==> config.mk <==
export PLATFORM = sky130hd
export DESIGN_NAME = exec_stage
export DESIGN_NICKNAME = d
export VERILOG_FILES = /design/src/rtl/exec_stage.sv
export SDC_FILE = /design/constraint.sdc
export NUM_CORES = 1
export LEC_CHECK = 0
export CORE_ASPECT_RATIO = 1.75
export CORE_MARGIN = 3
export CORE_UTILIZATION = 43
export DETAILED_ROUTE_END_ITERATION = 8
export MAX_ROUTING_LAYER = met4
export PLACE_DENSITY = 0.76
export SKIP_LAST_GASP = 1
export SLEW_MARGIN = 5
export SYNTH_ARGS = -nofsm -noshare
export SYNTH_HDL_FRONTEND = slang
export SYNTH_SLANG_ARGS = --single-unit
==> constraint.sdc <==
create_clock -name i_clk -period 2.86 [get_ports i_clk]
set_clock_uncertainty 0.2 [all_clocks]
set_input_delay 0.572 -clock i_clk [delete_from_list [all_inputs] [get_ports i_clk]]
set_output_delay 0.572 -clock i_clk [all_outputs]
set_load 0.01 [all_outputs]
==> src/rtl/exec_stage.sv <==
// Execute stage: operand select/forwarding, 2-op ALU, conditional execution against a
// {zero, carry} CCR, and a valid/ready output register. Define EXEC_FLUSH_EN to add i_flush.
module exec_stage #(
  parameter int unsigned WIDTH   = 16,
  parameter int unsigned RD_BITS = 3
) (
  input  logic               i_clk,
  input  logic               i_reset,
`ifdef EXEC_FLUSH_EN
  input  logic               i_flush,
`endif
  input  logic               i_in_valid,
  output logic               o_in_ready,
  input  logic [1:0]         i_op,
  input  logic [1:0]         i_cond,
  input  logic               i_ccr_we,
  input  logic [WIDTH-1:0]   i_src_a,
  input  logic [WIDTH-1:0]   i_src_b,
  input  logic [WIDTH-1:0]   i_imm,
  input  logic               i_imm_sel_b,
  input  logic [1:0]         i_fwd_sel_a,
  input  logic [1:0]         i_fwd_sel_b,
  input  logic [WIDTH-1:0]   i_fwd_mem,
  input  logic [WIDTH-1:0]   i_fwd_wb,
  input  logic [WIDTH-1:0]   i_ra_src,
  input  logic [RD_BITS-1:0] i_rd_in,
  input  logic               i_out_ready,
  output logic               o_out_valid,
  output logic [WIDTH-1:0]   o_alu_out,
  output logic [WIDTH-1:0]   o_ra_out,
  output logic [RD_BITS-1:0] o_rd_out,
  output logic               o_wr_en,
  output logic [1:0]         o_ccr
);

  typedef enum logic [1:0] {OpAdd = 2'b00, OpNand = 2'b01, OpSub = 2'b10, OpPassA = 2'b11} op_e;

  logic               r_out_valid;
  logic [WIDTH-1:0]   r_alu_out;
  logic [WIDTH-1:0]   r_ra_out;
  logic [RD_BITS-1:0] r_rd_out;
  logic               r_wr_en;
  logic [1:0]         r_ccr;

  logic               w_flush;
  logic               w_accept;
  logic [WIDTH-1:0]   w_b_pre;
  logic [WIDTH-1:0]   w_a;
  logic [WIDTH-1:0]   w_b;
  logic [WIDTH:0]     w_sum;
  logic [WIDTH-1:0]   w_res;
  logic               w_carry;
  logic               w_carry_op;
  logic               w_cond_ok;
  logic               w_zero;

`ifdef EXEC_FLUSH_EN
  assign w_flush = i_flush;
`else
  assign w_flush = 1'b0;
`endif

  assign o_in_ready = !r_out_valid || i_out_ready;
  assign w_accept   = i_in_valid && o_in_ready && !w_flush;

  assign w_b_pre = i_imm_sel_b ? i_imm : i_src_b;

  always_comb begin
    w_a = i_src_a;
    unique case (i_fwd_sel_a)
      2'b00: w_a = i_src_a;
      2'b01: w_a = i_fwd_mem;
      2'b10: w_a = i_fwd_wb;
      2'b11: w_a = '0;
      default: w_a = i_src_a;
    endcase
  end

  always_comb begin
    w_b = w_b_pre;
    unique case (i_fwd_sel_b)
      2'b00: w_b = w_b_pre;
      2'b01: w_b = i_fwd_mem;
      2'b10: w_b = i_fwd_wb;
      2'b11: w_b = '0;
      default: w_b = w_b_pre;
    endcase
  end

  // SUB is A + ~B + 1, so carry-out of 1 means no borrow.
  always_comb begin
    w_sum      = '0;
    w_res      = '0;
    w_carry    = r_ccr[0];
    w_carry_op = 1'b0;
    unique case (op_e'(i_op))
      OpAdd: begin
        w_sum      = {1'b0, w_a} + {1'b0, w_b};
        w_res      = w_sum[WIDTH-1:0];
        w_carry    = w_sum[WIDTH];
        w_carry_op = 1'b1;
      end
      OpSub: begin
        w_sum      = {1'b0, w_a} + {1'b0, ~w_b} + {{WIDTH{1'b0}}, 1'b1};
        w_res      = w_sum[WIDTH-1:0];
        w_carry    = w_sum[WIDTH];
        w_carry_op = 1'b1;
      end
      OpNand:  w_res = ~(w_a & w_b);
      OpPassA: w_res = w_a;
      default: w_res = w_a;
    endcase
  end

  assign w_zero = (w_res == '0);

  always_comb begin
    w_cond_ok = 1'b0;
    unique case (i_cond)
      2'b00: w_cond_ok = 1'b1;
      2'b01: w_cond_ok = r_ccr[0];
      2'b10: w_cond_ok = r_ccr[1];
      2'b11: w_cond_ok = 1'b0;
      default: w_cond_ok = 1'b0;
    endcase
  end

  always_ff @(posedge i_clk or posedge i_reset) begin
    if (i_reset) begin
      r_out_valid <= 1'b0;
      r_alu_out   <= '0;
      r_ra_out    <= '0;
      r_rd_out    <= '0;
      r_wr_en     <= 1'b0;
    end else if (w_flush) begin
      r_out_valid <= 1'b0;
      r_wr_en     <= 1'b0;
    end else if (w_accept) begin
      r_out_valid <= 1'b1;
      r_alu_out   <= w_res;
      r_ra_out    <= i_ra_src;
      r_rd_out    <= i_rd_in;
      r_wr_en     <= w_cond_ok;
    end else if (i_out_ready) begin
      r_out_valid <= 1'b0;
    end
  end

  always_ff @(posedge i_clk or posedge i_reset) begin
    if (i_reset) begin
      r_ccr <= 2'b00;
    end else if (w_accept && w_cond_ok && i_ccr_we) begin
      r_ccr <= {w_zero, (w_carry_op ? w_carry : r_ccr[0])};
    end
  end

  assign o_out_valid = r_out_valid;
  assign o_alu_out   = r_alu_out;
  assign o_ra_out    = r_ra_out;
  assign o_rd_out    = r_rd_out;
  assign o_wr_en     = r_wr_en;
  assign o_ccr       = r_ccr;

endmodule

# --- Word level (Yosys, flattened, before mapping) ---
# Index checks and enable logic that the tools add are counted.
word_totals:
  word_cells: 48
  output_inout_bits: 40
  inputBits: 113
  ff_bits: 39
classes:
  bitwise_logic: 3
  muxes: 9
  n_eq_ne: 12
  addsub: 3
  reduce_logical: 14
op_table:
  columns: ["operator", "count"]
  rows:
  - ["case mux 16 bit (4 select lines)", 3]
  - ["adder 16 x 16 -> 17 bit", 2]
  - ["NOT 16 bit", 2]
  - ["adder 17 x 1 -> 17 bit, second input constant", 1]
  - ["AND 16 bit", 1]
  - ["== test 2 bit, second input constant", 8]
  - ["zero test 16 bit", 1]
  - ["two-way mux 16 bit", 1]
  - ["== test 2 x 1 -> 1 bit, second input constant", 4]
  - ["zero test 2 bit", 4]
  - ["case mux 1 bit (4 select lines)", 1]
  - ["nonzero test 2 bit", 2]
  - ["logical AND 1 bit", 3]
  - ["two-way mux 1 bit", 3]
  - ["AND reduction 3 bit", 1]
  - ["case mux 1 bit (2 select lines)", 1]
  - ["OR reduction 2 bit", 1]
  - ["zero test 1 bit", 1]
  - ["logical OR 1 bit", 1]

# --- Depth between registers and ports, before layout ---
# Gate-level depths: netlist of run 1.
logic_depth:
  word_depth: 7
  depth_mapped: 18
  mapped_depth_nobuf: 16

# --- Least setup slack after synthesis of run 1 ---
# Ideal clock, no wire load.
synth_timing:
  kind: "input port to flip-flop"
  startpoint: "in i_fwd_sel_a[1]"
  endpoint: "reg r_ccr[1] (netlist: o_ccr[1])"
  setup_ns: 0.076
  path_buffers: 3
  t_arrival_ns: 4.145
  required_ns: 2.584
  cell_stages: 15
  slack_ns: -1.562
  path_cell_list: "buf_2 > buf_1 > mux2i_1 > o21ai_0 > ha_1 > buf_2 > nand2b_1 > a221oi_1 > nor3_1 > o31ai_1 > o41ai_4 > nor4_1 > o32ai_1 > or4_1 > o21ai_1"
synth_between:
  elab_chain_len: 6
  word_cells_on_any_way: 12
synth_rtl:
  columns: ["item", "line", "rtl"]
  rows:
  - ["from (decl)", "21", "input logic [1:0] i_fwd_sel_a,"]
  - ["== test 2 bit, or another cell as far along", "70", "unique case (i_fwd_sel_a)"]
  - ["case mux 16 bit (4 select lines) *", "70", null]
  - ["adder 16 x 16 -> 17 bit or AND 16 bit (tied branches)", "104, 109", null]
  - ["adder 17 x 1 -> 17 bit or NOT 16 bit (tied branches)", "104, 109", null]
  - ["case mux 16 bit (4 select lines) *", "96", "unique case (op_e'(i_op))"]
  - ["zero test 16 bit *", "115", "assign w_zero = (w_res == '0);"]
  - ["to (signal assigned)", "153", "r_ccr <= {w_zero, (w_carry_op ? w_carry : r_ccr[0])};"]
  - ["to (decl)", "43", "logic [1:0] r_ccr;"]
# Every way passes the cells marked *; elsewhere a longest branch is shown, timed or not.
# A chain may end at the register's enable or synchronous reset.

# --- Worst setup path in the final report of run 1 ---
layout_timing:
  startpoint: "in i_imm_sel_b"
  endpoint: "reg r_ccr[1] (netlist: o_ccr[1])"
layout_between:
  elab_chain_len: 7
  word_cells_on_any_way: 10
layout_rtl:
  columns: ["item", "line", "rtl"]
  rows:
  - ["from (decl)", "20", "input logic i_imm_sel_b,"]
  - ["two-way mux 16 bit *", "66", "assign w_b_pre = i_imm_sel_b ? i_imm : i_src_b;"]
  - ["case mux 16 bit (4 select lines) *", "81", "unique case (i_fwd_sel_b)"]
  - ["NOT 16 bit", "104", "w_sum = {1'b0, w_a} + {1'b0, ~w_b} + {{WIDTH{1'b0}}, 1'b1};"]
  - ["adder 16 x 16 -> 17 bit", "104", null]
  - ["adder 17 x 1 -> 17 bit", "104", null]
  - ["case mux 16 bit (4 select lines) *", "96", null]
  - ["zero test 16 bit *", "115", null]
# Marked as above.

==> metrics, run 1 <==
Max stage delay cell, worst path=or4_4; Root Buffer=clkbuf_16; crit start category=primary input; Slew HR=0.671; Seq pwr share=0.189; post-route ant nets=0; die area=12000 sq um; gp weighted congestion=0.959; vias in the first global route=6839; CTS tree=yes; RSZ-0062 raised after global routing=true; Logic pwr share=0.641; Fin. Hold Viols=0; CP max stage delay=0.54 ns; worst hold slack=0.310 ns; commonest cells in the netlist=nand2_1 (57), o21ai_0 (49), nor2_1 (47), a21oi_1 (45), dfrtp_1 (39); # H-tree levels=2; register area=976 sq um; period utilization=1.38; Die Y-Extent=143 microns; total CTS buffers=5; total global-route track usage=0.359; CP Capture Type=flip-flop; Seq cells post-synth=39; distinct cell type count after synthesis=61; WL final=23600 microns; Initial Util=0.444; CTS clk-pin slew, worst paths=0.06 ns; largest net degree at the start of global routing=40; syn_area_per_cell=7.88 sq um; PortBufs=152; clock buffer depth=2; Clock Sinks=39; ys async rst share=1.00; Post-CTS Hold Buffers=0; Psw=0.00148 W; initial antenna violation count=0; Synthesis Warnings=0; layout cell share with drive strength beyond 1=0.460; Worst-Skew Late Latency=0.28 ns; post-synth top area share=0.212; P per Cell Area=426 nW/um^2; Primary FF master, synth=dfrtp_1; P_leak=4.09 nW; critical path type=primary input to flip-flop; Residual DRC=0; Fmax=253 MHz; area of the multi-input gates=4370 sq um; Area Overhead vs Synth=99.4%; detail-routed via count per cell=6.16; hpwl dp=15400 microns; Starting DRT DRC Count=608; Slew @ Worst Pin=0.493 ns; Power Internal=0.00243 W; outcome=complete, but fails checks; VDD IR max=0.547 mV; grt ovf=0; Die X=84.2 microns; most common cell in the netlist=nand2_1; number of diodes=0; Post-Syn Instances=584; fill cell count=508; post-synthesis sequential area ratio=0.212; Routed wire per std cell=22.3 microns; PnR worst setup slack=-1.10 ns; Ports=153; syn nets=731; fin nets=1077; area of the mapped netlist=4600 sq um; CP max FO=5; crit path DAT=3.97 ns; clock share of power=0.170; HP Class=flip-flop to flip-flop; cell taking the most area after synthesis=dfrtp_1; Slew Limit Fails=0; MaxCap Viol Count=0; crit path cell chain=buf_8 > buf_6 > buf_8 > buf_4 > mux2i_1 > nor2_1 > a21oi_1 > o21ai_2 > inv_1 > ha_1 > buf_4 > nor2_1 > o31ai_2 > buf_4 > o41ai_4 > buf_4 > xnor2_2 > a221oi_2 > or4_4 > o21ai_2; number of synthesized flops with an enable pin=0; Total Neg Setup Slack=-10.80 ns; Final Critical Period=3.96 ns; switching power share of the total=0.378; first-pass GRT wire length=33700 microns; core area=10400 sq um; failing checks=negative setup slack; vias=6520; setup slack, reg-to-reg=0.34 ns; router iterations before antenna repair=6; CP dominant cell by count=buf_4; Final Setup Violations=16; # rows=49; worst endpoint required time=2.87 ns; Synth area leaders=dfrtp_1 (21%), ha_1 (9.0%), mux2i_1 (8.0%)
[power by group through the flow]
stage	registers (W)	clock network, W	logic [W]
3_3_place_gp	0.000725	0	0.00183
2_1_floorplan	0.000777	0	0.000870
6_report	0.000737	0.000665	0.00250
5_1_grt	0.000749	0.000686	0.00261
4_1_cts	0.000730	0.000657	0.00221
3_5_place_dp	0.000736	0	0.00187
[flip-flops by register name, indices dropped and copies added (netlist names)]
signal,count
o_wr_en,1
o_ccr,2
o_rd_out,3
o_alu_out,16
o_out_valid,1
o_ra_out,16
[repair_timing]
action / CTS / global route
gates resized for setup: 218 / 64
pin swaps: 86 / 55
gates cloned: 1 / 0
setup endpoints to repair: 17 / 16
buffers inserted: 45 / 17
[critical path, delay by kind of cell]
| kind | cells | cell delay, ns |
|---|---|---|
| muxes | 1 | 0.11 |
| and+or+nand+nor | 3 | 0.82 |
| buffers and inverters | 8 | 1.09 |
| xor gates and xnor gates | 1 | 0.11 |
| adders and majority gates | 1 | 0.21 |
| AOI/OAI and AO/OA | 6 | 1.03 |
[routing by layer]
| layer | track usage | vias up | routed length [microns] |
|---|---|---|---|
| met2 | 0.654 | 466 | 12300 |
| met5 | - | - | 0 |
| met4 | 0.261 | 0 | 2120 |
| met1 | 0.345 | 3053 | 7670 |
| met3 | 0.0375 | 188 | 1440 |
| li1 | - | 2813 | - |
[final timing paths]
check | start | to | depth (start not counted)
max in group asynchronous | i_reset | o_alu_out[14]$_DFFE_PP0P_ | 3
worst max-delay path | i_imm_sel_b | o_ccr[1]$_DFFE_PP0P_ | 20
worst min-delay path | o_ra_out[2]$_DFFE_PP0P_ | o_ra_out[2]$_DFFE_PP0P_ | 1
min in group asynchronous | i_reset | o_alu_out[7]$_DFFE_PP0P_ | 3
worst min register to register | o_ra_out[2]$_DFFE_PP0P_ | o_ra_out[2]$_DFFE_PP0P_ | 1
worst max register to register | o_ccr[0]$_DFFE_PP0P_ | o_ccr[1]$_DFFE_PP0P_ | 9
[kinds of logic after synthesis]
| logic type | after synthesis | synth area share |
|---|---|---|
| AND/OR/NAND/NOR | 179 | 0.186 |
| flip-flops | 39 | 0.212 |
| XOR/XNOR | 10 | 0.0190 |
| buffers and inverters | 75 | 0.0639 |
| AO/OA/AOI/OAI | 175 | 0.251 |
| adder cells (fa/ha/maj) | 34 | 0.0941 |
| multiplexers | 72 | 0.173 |
[final cells by class]
| type | count | share of cell area |
|---|---|---|
| tap | 127 | 0.0173 |
| clock buffer | 6 | 0.0151 |
| multi-input combinational | 470 | 0.476 |
| timing repair buffer | 375 | 0.364 |
| clock inverter | 2 | 0.00382 |
| inverter | 39 | 0.0169 |
| sequential | 39 | 0.106 |
[through the flow]
step                area, sq um  utilization  setup slack (ns)  std cells  total power (W)
finish                     9180        0.886             -1.10       1058          0.00390
global route               9180        0.886             -1.18       1058          0.00404
CTS                        8770        0.846            -0.984       1043          0.00360
detailed placement         7600        0.734             -1.81        997          0.00261
global placement           7600        0.734             -1.85        997          0.00255
floorplan                  4860            -            -0.970        584          0.00165
[layout by cell type (no fill, tap or decap), drive strengths merged, types with 4 or more instances in the layout]
cell type,instances
ha,33
clkdlybuf4s50,114
a211oi,5
nor3,14
dfrtp,39
clkdlybuf4s15,4
mux2,32
nand2,57
clkbuf,6
xnor2,9
a31oi,8
nor2,47
o211ai,7
o21bai,5
and3,6
nor2b,10
a221oi,5
buf,226
nor4,8
a21o,4
o21a,7
inv,37
o21ai,51
o41ai,4
mux2i,37
a21oi,45
dlygate4sd2,28
o31ai,5
nand2b,10
nand3,8
a211o,5
No activity file was read; power rests on OpenSTA's default activity.
==> run 2, diff against run 1 <==
CTS_CLUSTER_SIZE = 20   (was default)
==> results of run 2 <==
The final DEF is identical to that of run 1; final timing and power are the same.
==> run 3, diff against run 2 <==
PLACE_DENSITY = default   (was 0.76)
PLACE_DENSITY_LB_ADDON = 0.15   (was default)
SKIP_CTS_REPAIR_TIMING = 1   (was default)
==> run 3 against run 2 <==
Against the previous run: clock power decreased by 5.0%; cell area decreased by 5.0%; core utilization decreased by 4.5 points; the flow still finishes with violations (negative setup slack); power decreased by 8.7%; non-clock buffer count decreased by 34; critical endpoint unchanged; largest cell class unchanged; largest power group unchanged.
==> metrics, run 3 (synthesized netlist as in run 1, its figures left out) <==
outcome=complete, but fails checks (unchanged); failing checks=negative setup slack (unchanged); commonest non-fill, non-tap cell in the layout=buf_4 (unchanged); CP max FO=5 (unchanged); Root Buffer=clkbuf_16 (unchanged); CP dominant cell by count=buf_6 (was buf_4); clock buffer depth=2 (unchanged); die area=12000 sq um (unchanged); # rows=49 (unchanged); gp weighted congestion=0.954 (was 0.959); commonest cells after routing, fill and taps aside=buf_4 (162), clkdlybuf4s50_1 (121), nand2_1 (56) (was buf_4 (193), clkdlybuf4s50_1 (114), nand2_1 (54)); vias in the first global route=5985 (was 6839); Placed Cells=985 (was 997); PnR worst setup slack=-0.974 ns (was -1.10 ns); Residual DRC=0 (unchanged); final design utilization=0.841 (was 0.886); Worst-Skew Late Latency=0.29 ns (was 0.28 ns); Die Y-Extent=143 microns (unchanged); crit start category=primary input (unchanged); MaxCap Viol Count=0 (unchanged); post-route cell area=8710 sq um (was 9180 sq um); CTS tree=yes (unchanged); Starting DRT DRC Count=430 (was 608); CP max stage delay=0.52 ns (was 0.54 ns); Routed wire per std cell=19.0 microns (was 22.3 microns); HP Class=flip-flop to flip-flop (unchanged); grt ovf=0 (unchanged); Final Critical Period=3.83 ns (was 3.96 ns); worst endpoint required time=2.88 ns (was 2.87 ns); crit path cell chain=buf_8 > buf_12 > mux2i_2 > a221oi_4 > ha_4 > buf_6 > a21oi_4 > buf_6 > nor4_4 > o41ai_4 > nand4_1 > nand3_2 > and4_4 > o31ai_4 > or4_1 > o21ai_1 (was buf_8 > buf_6 > buf_8 > buf_4 > mux2i_1 > nor2_1 > a21oi_1 > o21ai_2 > inv_1 > ha_1 > buf_4 > nor2_1 > o31ai_2 > buf_4 > o41ai_4 > buf_4 > xnor2_2 > a221oi_2 > or4_4 > o21ai_2); first-pass GRT wire length=28000 microns (was 33700 microns); CP Capture Type=flip-flop (unchanged); critical path type=primary input to flip-flop (unchanged); layout cell share with drive strength beyond 1=0.410 (was 0.460); CP bufs+invs=4 (was 8); core area=10400 sq um (unchanged); fin nets=1043 (was 1077); period utilization=1.34 (was 1.38); WL final=19500 microns (was 23600 microns); Final Setup Violations=16 (unchanged); Clock Sinks=39 (unchanged); detail-routed via count per cell=5.85 (was 6.16); total CTS buffers=5 (unchanged); PortBufs=152 (unchanged); Placed Area=7520 sq um (was 7600 sq um); number of diodes=0 (unchanged); P per Cell Area=409 nW/um^2 (was 426 nW/um^2); Initial Util=0.444 (unchanged); RSZ-0062 raised after global routing=true (unchanged); Fmax=261 MHz (was 253 MHz); # H-tree levels=2 (unchanged); fill cell count=610 (was 508); crit path DAT=3.85 ns (was 3.97 ns); non-filler cells in the finished layout=1024 (was 1058); P_leak=4.02 nW (was 4.09 nW); delay-heaviest family, CP=compound AO/OA/AOI/OAI gates (was buffers and inverters); largest net degree at the start of global routing=40 (unchanged); Slew @ Worst Pin=0.702 ns (was 0.493 ns); Slew Limit Fails=0 (unchanged); Slew HR=0.526 (was 0.671); hpwl dp=14800 microns (was 15400 microns); post-route ant nets=0 (unchanged); Die X=84.2 microns (unchanged); router iterations before antenna repair=5 (was 6); VDD IR max=0.543 mV (was 0.547 mV); Max stage delay cell, worst path=or4_1 (was or4_4); vias=5994 (was 6520); total global-route track usage=0.296 (was 0.359); CTS clk-pin slew, worst paths=0.06 ns (about the same); Area Overhead vs Synth=89.3% (was 99.4%); Fin. Hold Viols=0 (unchanged); setup slack, reg-to-reg=0.43 ns (was 0.34 ns); initial antenna violation count=0 (unchanged); post-placement setup slack=-1.88 ns (was -1.81 ns); Ports=153 (unchanged)
## run 3: per-stage QoR
stage | TNS (ns) | total power (W) | hold WS, ns
floorplan | -7.68 | 0.00165 | 0.316
global placement | -22.61 | 0.00252 | 0.268
detailed placement | -24.23 | 0.00258 | 0.279
CTS | -19.27 | 0.00322 | 0.291
global route | -11.38 | 0.00375 | 0.314
finish | -9.54 | 0.00357 | 0.290
## run 3: final timing paths
path                                           from                        to  cells past startpoint
max in group asynchronous                   i_reset      o_ccr[0]$_DFFE_PP0P_                      3
setup / recovery                        i_imm_sel_b      o_ccr[1]$_DFFE_PP0P_                     16
hold reg to reg            o_alu_out[1]$_DFFE_PP0P_  o_alu_out[1]$_DFFE_PP0P_                      2
min in group asynchronous                   i_reset  o_alu_out[6]$_DFFE_PP0P_                      3
hold / removal             o_alu_out[1]$_DFFE_PP0P_  o_alu_out[1]$_DFFE_PP0P_                      2
setup reg to reg               o_ccr[0]$_DFFE_PP0P_      o_ccr[1]$_DFFE_PP0P_                      9
## run 3: final cells by class
type                    count  area [sq um]  area share
clock buffers               5           125      0.0144
inverters                  39           151      0.0174
multi-input cells         470          4100       0.470
well taps                 127           159      0.0182
flip-flops and latches     39           976       0.112
clock inverters             3          43.8     0.00503
repair buffers            341          3160       0.363
## run 3: report_power, final
part           internal (W)  leakage (nW)  switching, W  total (W)
combinational       0.00121          3.48       0.00100    0.00221
sequential         0.000662         0.458     0.0000586   0.000721
clock              0.000411        0.0838      0.000222   0.000632
## run 3: worst register-to-register path, stage by stage, from the launching register on
cell	delay (ns)
dfrtp_1	0.39
nand2b_1	0.07
a21oi_1	0.22
and4_1	0.28
nand3_1	0.10
or4_4	0.53
nor4_2	0.21
buf_4	0.16
nand4_1	0.10
o21ai_1	0.12
## run 3: layer usage
layer,track usage,vias to the layer above,share of wire,wire length (microns)
met5,-,-,0,0
met4,0.165,0,0.070,1360
met3,0.0173,109,0.047,923
met2,0.566,306,0.54,10600
met1,0.291,2833,0.34,6630
li1,-,2746,-,-
